$ cat src/rtl/mem_port_arbiter.sv
// rtl/mem_port_arbiter.sv - two-requester (fetch/data) single-port memory arbiter
//
// Purpose: serialises instruction-fetch and data accesses onto one memory port.
// Data normally wins, but at most MAX_D_STREAK consecutive data grants are given
// while a fetch waits. A memory that stays silent for TIMEOUT cycles aborts the
// access with zero read data and raises the sticky bus_err flag.
//
// Ports:
//   clk, reset            clock, asynchronous active-low reset
//   if_req/if_addr        fetch request (held until if_valid)
//   if_rdata/if_valid     fetch result and one-cycle completion pulse
//   d_req/d_we/d_addr/
//   d_wdata               data request (held until d_valid)
//   d_rdata/d_valid       data result and one-cycle completion pulse
//   stall_if/stall_mem    combinational stall indications to the pipeline
//   mem_req/mem_we/
//   mem_addr/mem_wdata    registered memory request, stable until mem_ready
//   mem_rdata/mem_ready   memory response
//   bus_err               sticky timeout flag
module mem_port_arbiter #(
    parameter int TIMEOUT      = 16,
    parameter int MAX_D_STREAK = 4
) (
    input  logic        clk,
    input  logic        reset,
    input  logic        if_req,
    input  logic [31:0] if_addr,
    output logic [31:0] if_rdata,
    output logic        if_valid,
    input  logic        d_req,
    input  logic        d_we,
    input  logic [31:0] d_addr,
    input  logic [31:0] d_wdata,
    output logic [31:0] d_rdata,
    output logic        d_valid,
    output logic        stall_if,
    output logic        stall_mem,
    output logic        mem_req,
    output logic        mem_we,
    output logic [31:0] mem_addr,
    output logic [31:0] mem_wdata,
    input  logic [31:0] mem_rdata,
    input  logic        mem_ready,
    output logic        bus_err
);

    localparam int WW = $clog2(TIMEOUT + 1);
    localparam int SW = $clog2(MAX_D_STREAK + 1);

    typedef enum logic [1:0] {
        IDLE,
        IF_ACC,
        D_ACC,
        DONE
    } state_t;

    state_t         state_q;
    logic           mem_req_q;
    logic           mem_we_q;
    logic [31:0]    mem_addr_q;
    logic [31:0]    mem_wdata_q;
    logic [31:0]    if_rdata_q;
    logic [31:0]    d_rdata_q;
    logic           if_valid_q;
    logic           d_valid_q;
    logic           bus_err_q;
    logic [WW-1:0]  wait_q;
    logic [SW-1:0]  streak_q;

    logic           grant_d;
    logic           grant_i;
    logic           streak_open;

    // Data may go when the streak budget is not used up, or when no fetch waits.
    assign streak_open = (streak_q < SW'(MAX_D_STREAK));
    assign grant_d     = d_req && (streak_open || !if_req);
    assign grant_i     = if_req && !grant_d;

    assign stall_if  = if_req & ~if_valid_q;
    assign stall_mem = d_req & ~d_valid_q;

    assign mem_req   = mem_req_q;
    assign mem_we    = mem_we_q;
    assign mem_addr  = mem_addr_q;
    assign mem_wdata = mem_wdata_q;
    assign if_rdata  = if_rdata_q;
    assign d_rdata   = d_rdata_q;
    assign if_valid  = if_valid_q;
    assign d_valid   = d_valid_q;
    assign bus_err   = bus_err_q;

    always_ff @(posedge clk or negedge reset) begin
        if (!reset) begin
            state_q     <= IDLE;
            mem_req_q   <= 1'b0;
            mem_we_q    <= 1'b0;
            mem_addr_q  <= '0;
            mem_wdata_q <= '0;
            if_rdata_q  <= '0;
            d_rdata_q   <= '0;
            if_valid_q  <= 1'b0;
            d_valid_q   <= 1'b0;
            bus_err_q   <= 1'b0;
            wait_q      <= '0;
            streak_q    <= '0;
        end else begin
            // The streak only means something while a fetch is waiting.
            if (!if_req) begin
                streak_q <= '0;
            end

            case (state_q)
                IDLE: begin
                    if (grant_d) begin
                        state_q     <= D_ACC;
                        mem_req_q   <= 1'b1;
                        mem_we_q    <= d_we;
                        mem_addr_q  <= d_addr;
                        mem_wdata_q <= d_we ? d_wdata : 32'h0;
                        wait_q      <= '0;
                        if (!if_req) begin
                            streak_q <= '0;
                        end else if (streak_open) begin
                            streak_q <= streak_q + 1'b1;
                        end
                    end else if (grant_i) begin
                        state_q     <= IF_ACC;
                        mem_req_q   <= 1'b1;
                        mem_we_q    <= 1'b0;
                        mem_addr_q  <= if_addr;
                        mem_wdata_q <= 32'h0;
                        wait_q      <= '0;
                        streak_q    <= '0;
                    end
                end

                IF_ACC, D_ACC: begin
                    if (mem_ready) begin
                        mem_req_q <= 1'b0;
                        state_q   <= DONE;
                        if (state_q == D_ACC) begin
                            d_rdata_q <= mem_rdata;
                            d_valid_q <= 1'b1;
                        end else begin
                            if_rdata_q <= mem_rdata;
                            if_valid_q <= 1'b1;
                        end
                    end else if (wait_q == WW'(TIMEOUT - 1)) begin
                        // Abort: the requester still gets its completion pulse.
                        mem_req_q <= 1'b0;
                        bus_err_q <= 1'b1;
                        state_q   <= DONE;
                        if (state_q == D_ACC) begin
                            d_rdata_q <= 32'h0;
                            d_valid_q <= 1'b1;
                        end else begin
                            if_rdata_q <= 32'h0;
                            if_valid_q <= 1'b1;
                        end
                    end else begin
                        wait_q <= wait_q + 1'b1;
                    end
                end

                DONE: begin
                    if_valid_q <= 1'b0;
                    d_valid_q  <= 1'b0;
                    state_q    <= IDLE;
                end

                default: begin
                    state_q <= IDLE;
                end
            endcase
        end
    end

endmodule

$ cat config.mk
export PLATFORM = sky130hd
export DESIGN_NAME = mem_port_arbiter
export DESIGN_NICKNAME = d
export VERILOG_FILES = /design/src/rtl/mem_port_arbiter.sv
export SDC_FILE = /design/constraint.sdc
export NUM_CORES = 1
export LEC_CHECK = 0
export ABC_AREA = 1
export ABC_CLOCK_PERIOD_IN_PS = 1600
export CAP_MARGIN = 20
export CORE_MARGIN = 4
export CORE_UTILIZATION = 38
export DETAILED_ROUTE_END_ITERATION = 12
export PLACE_DENSITY = 0.81
export SLEW_MARGIN = 10
export SYNTH_ARGS = -nofsm -noshare
export SYNTH_HDL_FRONTEND = slang
export SYNTH_SLANG_ARGS = --single-unit
$ cat constraint.sdc
create_clock -name clk -period 1.6 [get_ports clk]
set_input_delay 0.32 -clock clk [delete_from_list [all_inputs] [get_ports clk]]
set_output_delay 0.32 -clock clk [all_outputs]
set_load 0.1 [all_outputs]
* After elaboration in Yosys (flattened, before gate mapping)
Cells that the tools add are included.
** Storage, ports and cells
- Bits of input ports :: 134
- Memories kept :: 0
- Memory bits (writable) :: 0
- Output and inout port bits :: 135
- Word-level logic and storage cells :: 92
- ROM bits :: 0
- Register bits :: 143
- Bits in latches :: 0
** Operators by class
- Multipliers :: 0
- Shift-type cells :: 0
- Divide/modulo/power cells :: 0
- Equality and inequality tests :: 8
- Add/subtract/negate cells :: 2
- Order comparisons :: 1
- Mux-type cells :: 44
- Reductions and logical operators :: 19
- Bitwise operators :: 6
** Operator list (count)
- 32-bit 2-to-1 mux :: 13
- 5-bit 2-to-1 mux :: 4
- 3-bit 2-to-1 mux :: 6
- 1-bit 2-to-1 mux :: 12
- 3-bit AND reduction :: 4
- 5-bit case mux with 2 select lines :: 1
- 2-bit 2-to-1 mux :: 4
- 2-bit nonzero test :: 4
- 3-bit inequality test (second input constant) :: 2
- 1-bit case mux with 2 select lines :: 3
- 2-bit case mux with 3 select lines :: 1
- 2-bit AND reduction :: 3
- 5-bit by 1-bit adder with 5-bit output (second input constant) :: 1
- 5-bit by 4-bit == test with 1-bit output (second input constant) :: 1
- 2-bit == test (second input constant) :: 2
- 2-bit inequality test (second input constant) :: 2
- 1-bit NOT :: 4
- 4-bit AND reduction :: 1
- 3-bit by 1-bit adder with 3-bit output (second input constant) :: 1
- 3-bit less-than comparator (second input constant) :: 1
- 1-bit bitwise AND :: 2
- 2-bit by 1-bit == test with 1-bit output (second input constant) :: 1
- 1-bit logical AND :: 2
- 1-bit logical NOT :: 2
- other kinds (3) :: 3

* Longest topological paths before layout
Gate-level depths: netlist (run 1).
- Depth after elaboration :: 8
- Mapped depth :: 10
- Mapped depth without buffers :: 10

* Least setup slack after synthesis (run 1)
OpenSTA, ideal clock, no wires.
- Path type :: reg-to-output
- Start point :: register if_valid_q (netlist: if_valid)
- End point :: output stall_if
- Data arrival time :: 2.155 ns
- Path buffers :: 0
- Slack :: -0.875 ns
- Data required time :: 1.280 ns
- Cell stages (with the launch flop) :: 2
- Cell sequence :: dfrtp_1 -> nor2_1
** On the way
- Longest elaborated chain between the ends :: 2
** Ends and longest elaborated chain
- start: declaration :: RTL line 64 : logic if_valid_q;
- start signal: assignment :: RTL line 101 : if_valid_q <= 1'b0;
- start signal: assignment :: RTL line 146 : if_valid_q <= 1'b1;
- start signal: assignment :: RTL line 158 : if_valid_q <= 1'b1;
- 1-bit NOT :: RTL line 79 : assign stall_if = if_req & ~if_valid_q;
- 1-bit bitwise AND :: RTL line 79
- end: declaration :: RTL line 36 : output logic stall_if,
Every way passes these cells.

* Worst setup path in the final report (run 1)
- Start point :: register wait_q[1]
- End point :: register if_rdata_q[17] (netlist: if_rdata[17])
** On the way
- Longest elaborated chain between the ends :: 3
** Ends and longest elaborated chain
- start: declaration :: RTL line 67 : logic [WW-1:0] wait_q;
- start signal: assignment :: RTL line 161 : wait_q <= wait_q + 1'b1;
- 5-bit by 4-bit == test with 1-bit output :: RTL line 148 : end else if (wait_q == WW'(TIMEOUT - 1)) begin
- 2-bit nonzero test (no line)
- 3-bit AND reduction (no line)
- end signal: assignment :: RTL line 145 : if_rdata_q <= mem_rdata;
- end: declaration :: RTL line 62 : logic [31:0] if_rdata_q;
Every way passes these cells.
A chain may end at the register's enable or synchronous reset.

==> impl_metrics.tcl, run 1 <==
set metrics [dict create \
    crit_path_end_kind "register" \
    h-tree-depth 4 \
    crit_required_ns 1.92 \
    regToRegSetupSlack_ns -0.24 \
    finalCritPeriodShare 1.15 \
    slew_headroom 0.732 \
    synth_edf_count 0 \
    ctsRootBufferMaster "clkbuf_16" \
    grt_pass1_vias 6256 \
    crit_start "wait_q[1]" \
    async_reset_ff_frac 1.00 \
    seq_area_frac_synth 0.579 \
    grt_max_degree 65 \
    clock-sinks 143 \
    synth_cell_types 23 \
    core_area_mm2 0.0159 \
    track_usage 0.223 \
    cp-endpoint "if_rdata[17]" \
    reg2reg_to "if_rdata[17]" \
    fin_area_mm2 0.0121 \
    syn_avg_cell_area_um2 8.37 \
    antenna_cells 0 \
    die_y_um 136 \
    insertion_delay_ns 0.42 \
    rows 46 \
    final_hold_viol_count 0 \
    hold_path.class "primary input to asynchronous set/reset pin" \
    synth_top_cell_area_share 0.579 \
    period_minus_slack_ns 1.84 \
    post-route-drc-count 0 \
    r2r_cells 10 \
    layout-drive-gt1-share 0.318 \
    syn_nets 880 \
    wl_per_cell_um 18.5 \
    synth.most_common_cell "nand2_1" \
    drt-pass1-iter-count 5 \
    setup_violations 69 \
    fin_nets 1188 \
    post_dp_cell_area_mm2 0.0107 \
    synthToLayoutAreaGrowth_pct 96.3 \
    grt_setup_unrepaired "true" \
    start_util 0.389 \
    clk_pin_slew_worst_paths_ns 0.07 \
    max_freq_mhz 545 \
    synth_top_area_cell "dfrtp_1" \
    worstSetupStartpointType "register" \
    yosys_warnings 0 \
    synth_area_mm2 0.00618 \
    numCtsBuffers 17 \
    synth_area_leaders "dfrtp_1, nand2_1, o21ai_1" \
    fin_skew_ns 0.00957 \
    gp_congestion 0.859 \
    slew_violations 0 \
    grt_overflow 0 \
    drt_iter0_drc 319 \
    cts_tree "built" \
    dp_hpwl_mm 14.9 \
    cap_violations 0 \
    port_buffers 268 \
    syn_inst 738 \
    worstPathArrival_ns 2.16 \
    num_vias 6333 \
    status "complete, but fails checks" \
    ys_top_cells_by_count "nand2_1, dfrtp_1, o21ai_1" \
    grt_first_pass_wirelength_mm 31.9 \
    fillers 988 \
    r2r-start "wait_q[1]" \
    antenna_found_initial 0 \
    synth_seq_cells 143 \
    pin_count 269 \
    die_w_um 136 \
    finalWorstSetupSlack_ns -0.236 \
    drt-total-wl_mm 23.6 \
    violations "negative setup slack" \
    avgViaCountPerCell 4.97 \
    dieArea_mm2 0.0184 \
    ys.flop_type "dfrtp_1" \
    crit_type "register to register" \
    cp_max_fo 10 \
    final_antenna_net_count 0 \
    max_slew.worst_pin.slew_ns 0.401 \
    cts.path.max_buffers 2 \
]
worst min path at each step:
stage / depth (start not counted) / end / startpoint
2_1_floorplan: 0 / asynchronous set/reset pin / reset
3_3_place_gp: 1 / mem_addr[6] / reset
3_5_place_dp: 1 / mem_addr[9] / reset
4_1_cts: 2 / mem_addr[5] / reset
5_1_grt: 2 / mem_addr[9] / reset
6_report: 2 / mem_addr[9] / reset
cell type report:
type,count,area (um2),area share
flip-flops and latches,143,3580,0.295
clock buffers,19,433,0.0357
repair buffers,328,4840,0.399
well taps,216,270,0.0223
multi-input cells,503,2640,0.217
inverters,53,199,0.0164
clock inverters,13,165,0.0136
worst max-delay path, cell delays in order (launching register included):
cell and delay, ns:
dfrtp_1 0.36, ha_2 0.19, nand2_2 0.07, nor2_2 0.09, ha_2 0.22, nor2_4 0.05, nor2_4 0.12, buf_6 0.13
nand2_8 0.11, clkbuf_16 0.21, o21ai_2 0.19
cell usage in the layout (no fill, tap or decap), types with 3 or more instances in the layout:
cell	instances
o21ai_2	38
nand2_4	20
bufinv_16	3
nand3_1	40
clkbuf_16	25
clkdlybuf4s50_1	131
dfrtp_1	141
buf_12	148
o21ai_0	34
clkinv_4	3
nand4_1	4
clkinvlp_4	4
inv_1	51
nand2_1	281
buf_6	10
o21ai_1	28
buf_4	28
ha_1	4
ha_2	4
nand2_2	35
nor2_4	4
state kept, by name (all words and copies together) (netlist names), named ones only:
register / flops
bus_err: 1
d_rdata: 32
if_rdata: 32
if_valid: 1
mem_addr: 32
mem_req: 1
mem_wdata: 32
mem_we: 1
state_q: 2
streak_q: 3
wait_q: 5
stage by stage:
stage / cells / util / worst slack [ns] / hold slack (ns) / setup TNS (ns)
after floorplan: 738 / - / -0.0355 / 0.0244 / -1.95
after global placement: 1216 / 0.675 / -0.115 / 0.259 / -7.14
after detailed placement: 1216 / 0.675 / -0.198 / 0.261 / -13.62
after CTS: 1255 / 0.719 / -0.124 / 0.374 / -5.46
after global routing: 1275 / 0.763 / -0.315 / 0.407 / -16.86
final: 1275 / 0.763 / -0.236 / 0.387 / -10.82
what timing repair did:
action / in CTS / in global routing
endpoints found under the setup margin: 75 / 98
pin swaps: 5 / 7
cloned: 2 / 13
hold buffers: 1 / 0
endpoints found under the hold margin: 34 / 0
buffers inserted: 4 / 7
resized for setup: 16 / 112
kinds of logic after synthesis:
family	count (synthesis)	share of synthesized area
and+or+nand+nor	390	0.253
DFF	143	0.579
buffers and inverters	93	0.0662
AOI/OAI and AO/OA	104	0.0854
adders and majority gates	8	0.0162
routing by layer:
layer | share of wire | routed length, um | vias up | GRT usage
li1 | - | - | 2940 | -
met1 | 0.35 | 8290 | 3082 | 0.250
met2 | 0.54 | 12800 | 246 | 0.387
met3 | 0.061 | 1450 | 65 | 0.0665
met4 | 0.043 | 1000 | 0 | 0.106
met5 | 0 | 0 | - | 0
Power of run 1 is left out: the tool's default activity adds up to more than one toggle a clock period on the data nets, which glitch-free logic cannot reach.
==> inputs of run 2 (changes only) <==
--- a/config.mk
+++ b/config.mk
@@ -11,7 +11,7 @@
 export CORE_MARGIN = 4
 export CORE_UTILIZATION = 38
 export DETAILED_ROUTE_END_ITERATION = 12
-export PLACE_DENSITY = 0.81
+export PLACE_DENSITY_LB_ADDON = 0.1
 export SLEW_MARGIN = 10
 export SYNTH_ARGS = -nofsm -noshare
 export SYNTH_HDL_FRONTEND = slang
==> constraint.sdc (replaced) <==
create_clock -name clk -period 1.6 [get_ports clk]
set_input_delay 0.16 -clock clk [delete_from_list [all_inputs] [get_ports clk]]
set_output_delay 0.16 -clock clk [all_outputs]
set_load 0.1 [all_outputs]
==> impl_metrics.tcl, run 2 (synthesis results as in run 1) <==
set metrics [dict create \
    core_area_mm2 0.0159 \
    cts.path.max_buffers 2 \
    layout-drive-gt1-share 0.225 \
    rows 46 \
    top_usage_layer "met2" \
    avgViaCountPerCell 4.66 \
    num_vias 5849 \
    register_area_mm2 0.00358 \
    drt-pass1-iter-count 5 \
    worstSetupStartpointType "register" \
    max_freq_mhz 582 \
    start_util 0.389 \
    dp_hpwl_mm 13.8 \
    most-common-layout-cells "nand2_1, buf_12, dfrtp_1" \
    clk_pin_slew_worst_paths_ns 0.06 \
    synthToLayoutAreaGrowth_pct 86.3 \
    port_buffers 268 \
    worstPathArrival_ns 2.01 \
    grtUsageMet3 0.0836 \
    period_minus_slack_ns 1.72 \
    cts_tree "built" \
    crit_path_end_kind "register" \
    die_w_um 136 \
    violations "negative setup slack" \
    h-tree-depth 4 \
    die_y_um 136 \
    wl_per_cell_um 15.4 \
    cp_max_fo 30 \
    crit_required_ns 1.89 \
    multiInputGateArea_mm2 0.00228 \
    clock-sinks 143 \
    final_antenna_net_count 0 \
    slew_violations 0 \
    grtUsageMet2 0.356 \
    gp_congestion 0.794 \
    status "complete, but fails checks" \
    pin_count 269 \
    grt_setup_unrepaired "true" \
    antenna_found_initial 0 \
    drt-total-wl_mm 19.4 \
    grt_max_degree 39 \
    drt_iter0_drc 181 \
    finalWorstSetupSlack_ns -0.119 \
    dieArea_mm2 0.0184 \
    final_hold_viol_count 0 \
    fillers 1161 \
    fin_skew_ns 0.00864 \
    numCtsBuffers 17 \
    insertion_delay_ns 0.41 \
    finalCritPeriodShare 1.07 \
    slew_headroom 0.744 \
    ctsRootBufferMaster "clkbuf_16" \
    cap_violations 0 \
    final_util 0.725 \
    crit_type "register to register" \
    regToRegSetupSlack_ns -0.12 \
    track_usage 0.208 \
    antenna_cells 0 \
    hold_path.class "primary input to asynchronous set/reset pin" \
    met1_usage 0.239 \
    grt_overflow 0 \
    grt_pass1_vias 5840 \
    fin_nets 1168 \
    setup_violations 71 \
    post-route-drc-count 0 \
    max_slew.worst_pin.slew_ns 0.384 \
    final_common_cell "nand2_1" \
    grt_first_pass_wirelength_mm 30.0 \
]
[run 2: metal layers]
metal,wire length (um),part of all wire
met1,7450,0.38
met2,9920,0.51
met3,1680,0.087
met4,334,0.017
met5,0,0
[run 2: area by class of cell]
class | instances | share of cell area
Clock buffer | 19 | 0.0385
Timing Repair Buffer | 309 | 0.398
Inverter | 53 | 0.0173
Sequential cell | 143 | 0.311
Tap cell | 216 | 0.0235
Clock inverter | 13 | 0.0141
Multi-Input combinational cell | 502 | 0.198
[run 2: through the flow]
stage | worst slack (ns) | instances | hold WS, ns | cell area (um2) | TNS (ns)
6_report | -0.119 | 1255 | 0.222 | 11500 | -5.08
5_1_grt | -0.198 | 1255 | 0.244 | 11500 | -11.04
4_1_cts | -0.0879 | 1251 | 0.225 | 11400 | -3.75
3_5_place_dp | -0.105 | 1215 | 0.0984 | 10700 | -3.57
3_3_place_gp | -0.101 | 1215 | 0.0962 | 10700 | -0.553
2_1_floorplan | -0.0355 | 738 | -0.136 | 6200 | -1.95
[run 2: path summary, 6_finish.rpt]
| kind | startpoint | to | depth (start not counted) |
|---|---|---|---|
| worst max register to register | wait_q[1] | d_rdata[0] | 10 |
| worst min-delay path | reset | mem_addr[14] | 2 |
| min in group clk | d_wdata[10] | mem_wdata[10] | 3 |
| max in group asynchronous | reset | mem_we | 3 |
| worst min register to register | wait_q[4] | wait_q[4] | 2 |
| worst max-delay path | wait_q[1] | d_rdata[0] | 10 |
[run 2: critical path: stages, from the launching register on]
cell,delay [ns]
dfrtp_1,0.36
ha_2,0.20
nand2_2,0.06
nor2_2,0.11
ha_2,0.21
nor2_4,0.05
nor2_4,0.15
nand2_4,0.12
buf_12,0.18
nand2_1,0.06
o21ai_1,0.08
[run 2: timing repair]
item / 4_1_cts / 5_1_grt
hold buffers: 1 / 0
hold endpoints to repair: 81 / 0
gates resized for setup: 12 / 12
buffers inserted: 2 / 2
setup endpoints to repair: 73 / 73
cloned: 1 / 2
pin swaps: 3 / 4
Power of run 2 is left out for the same reason.
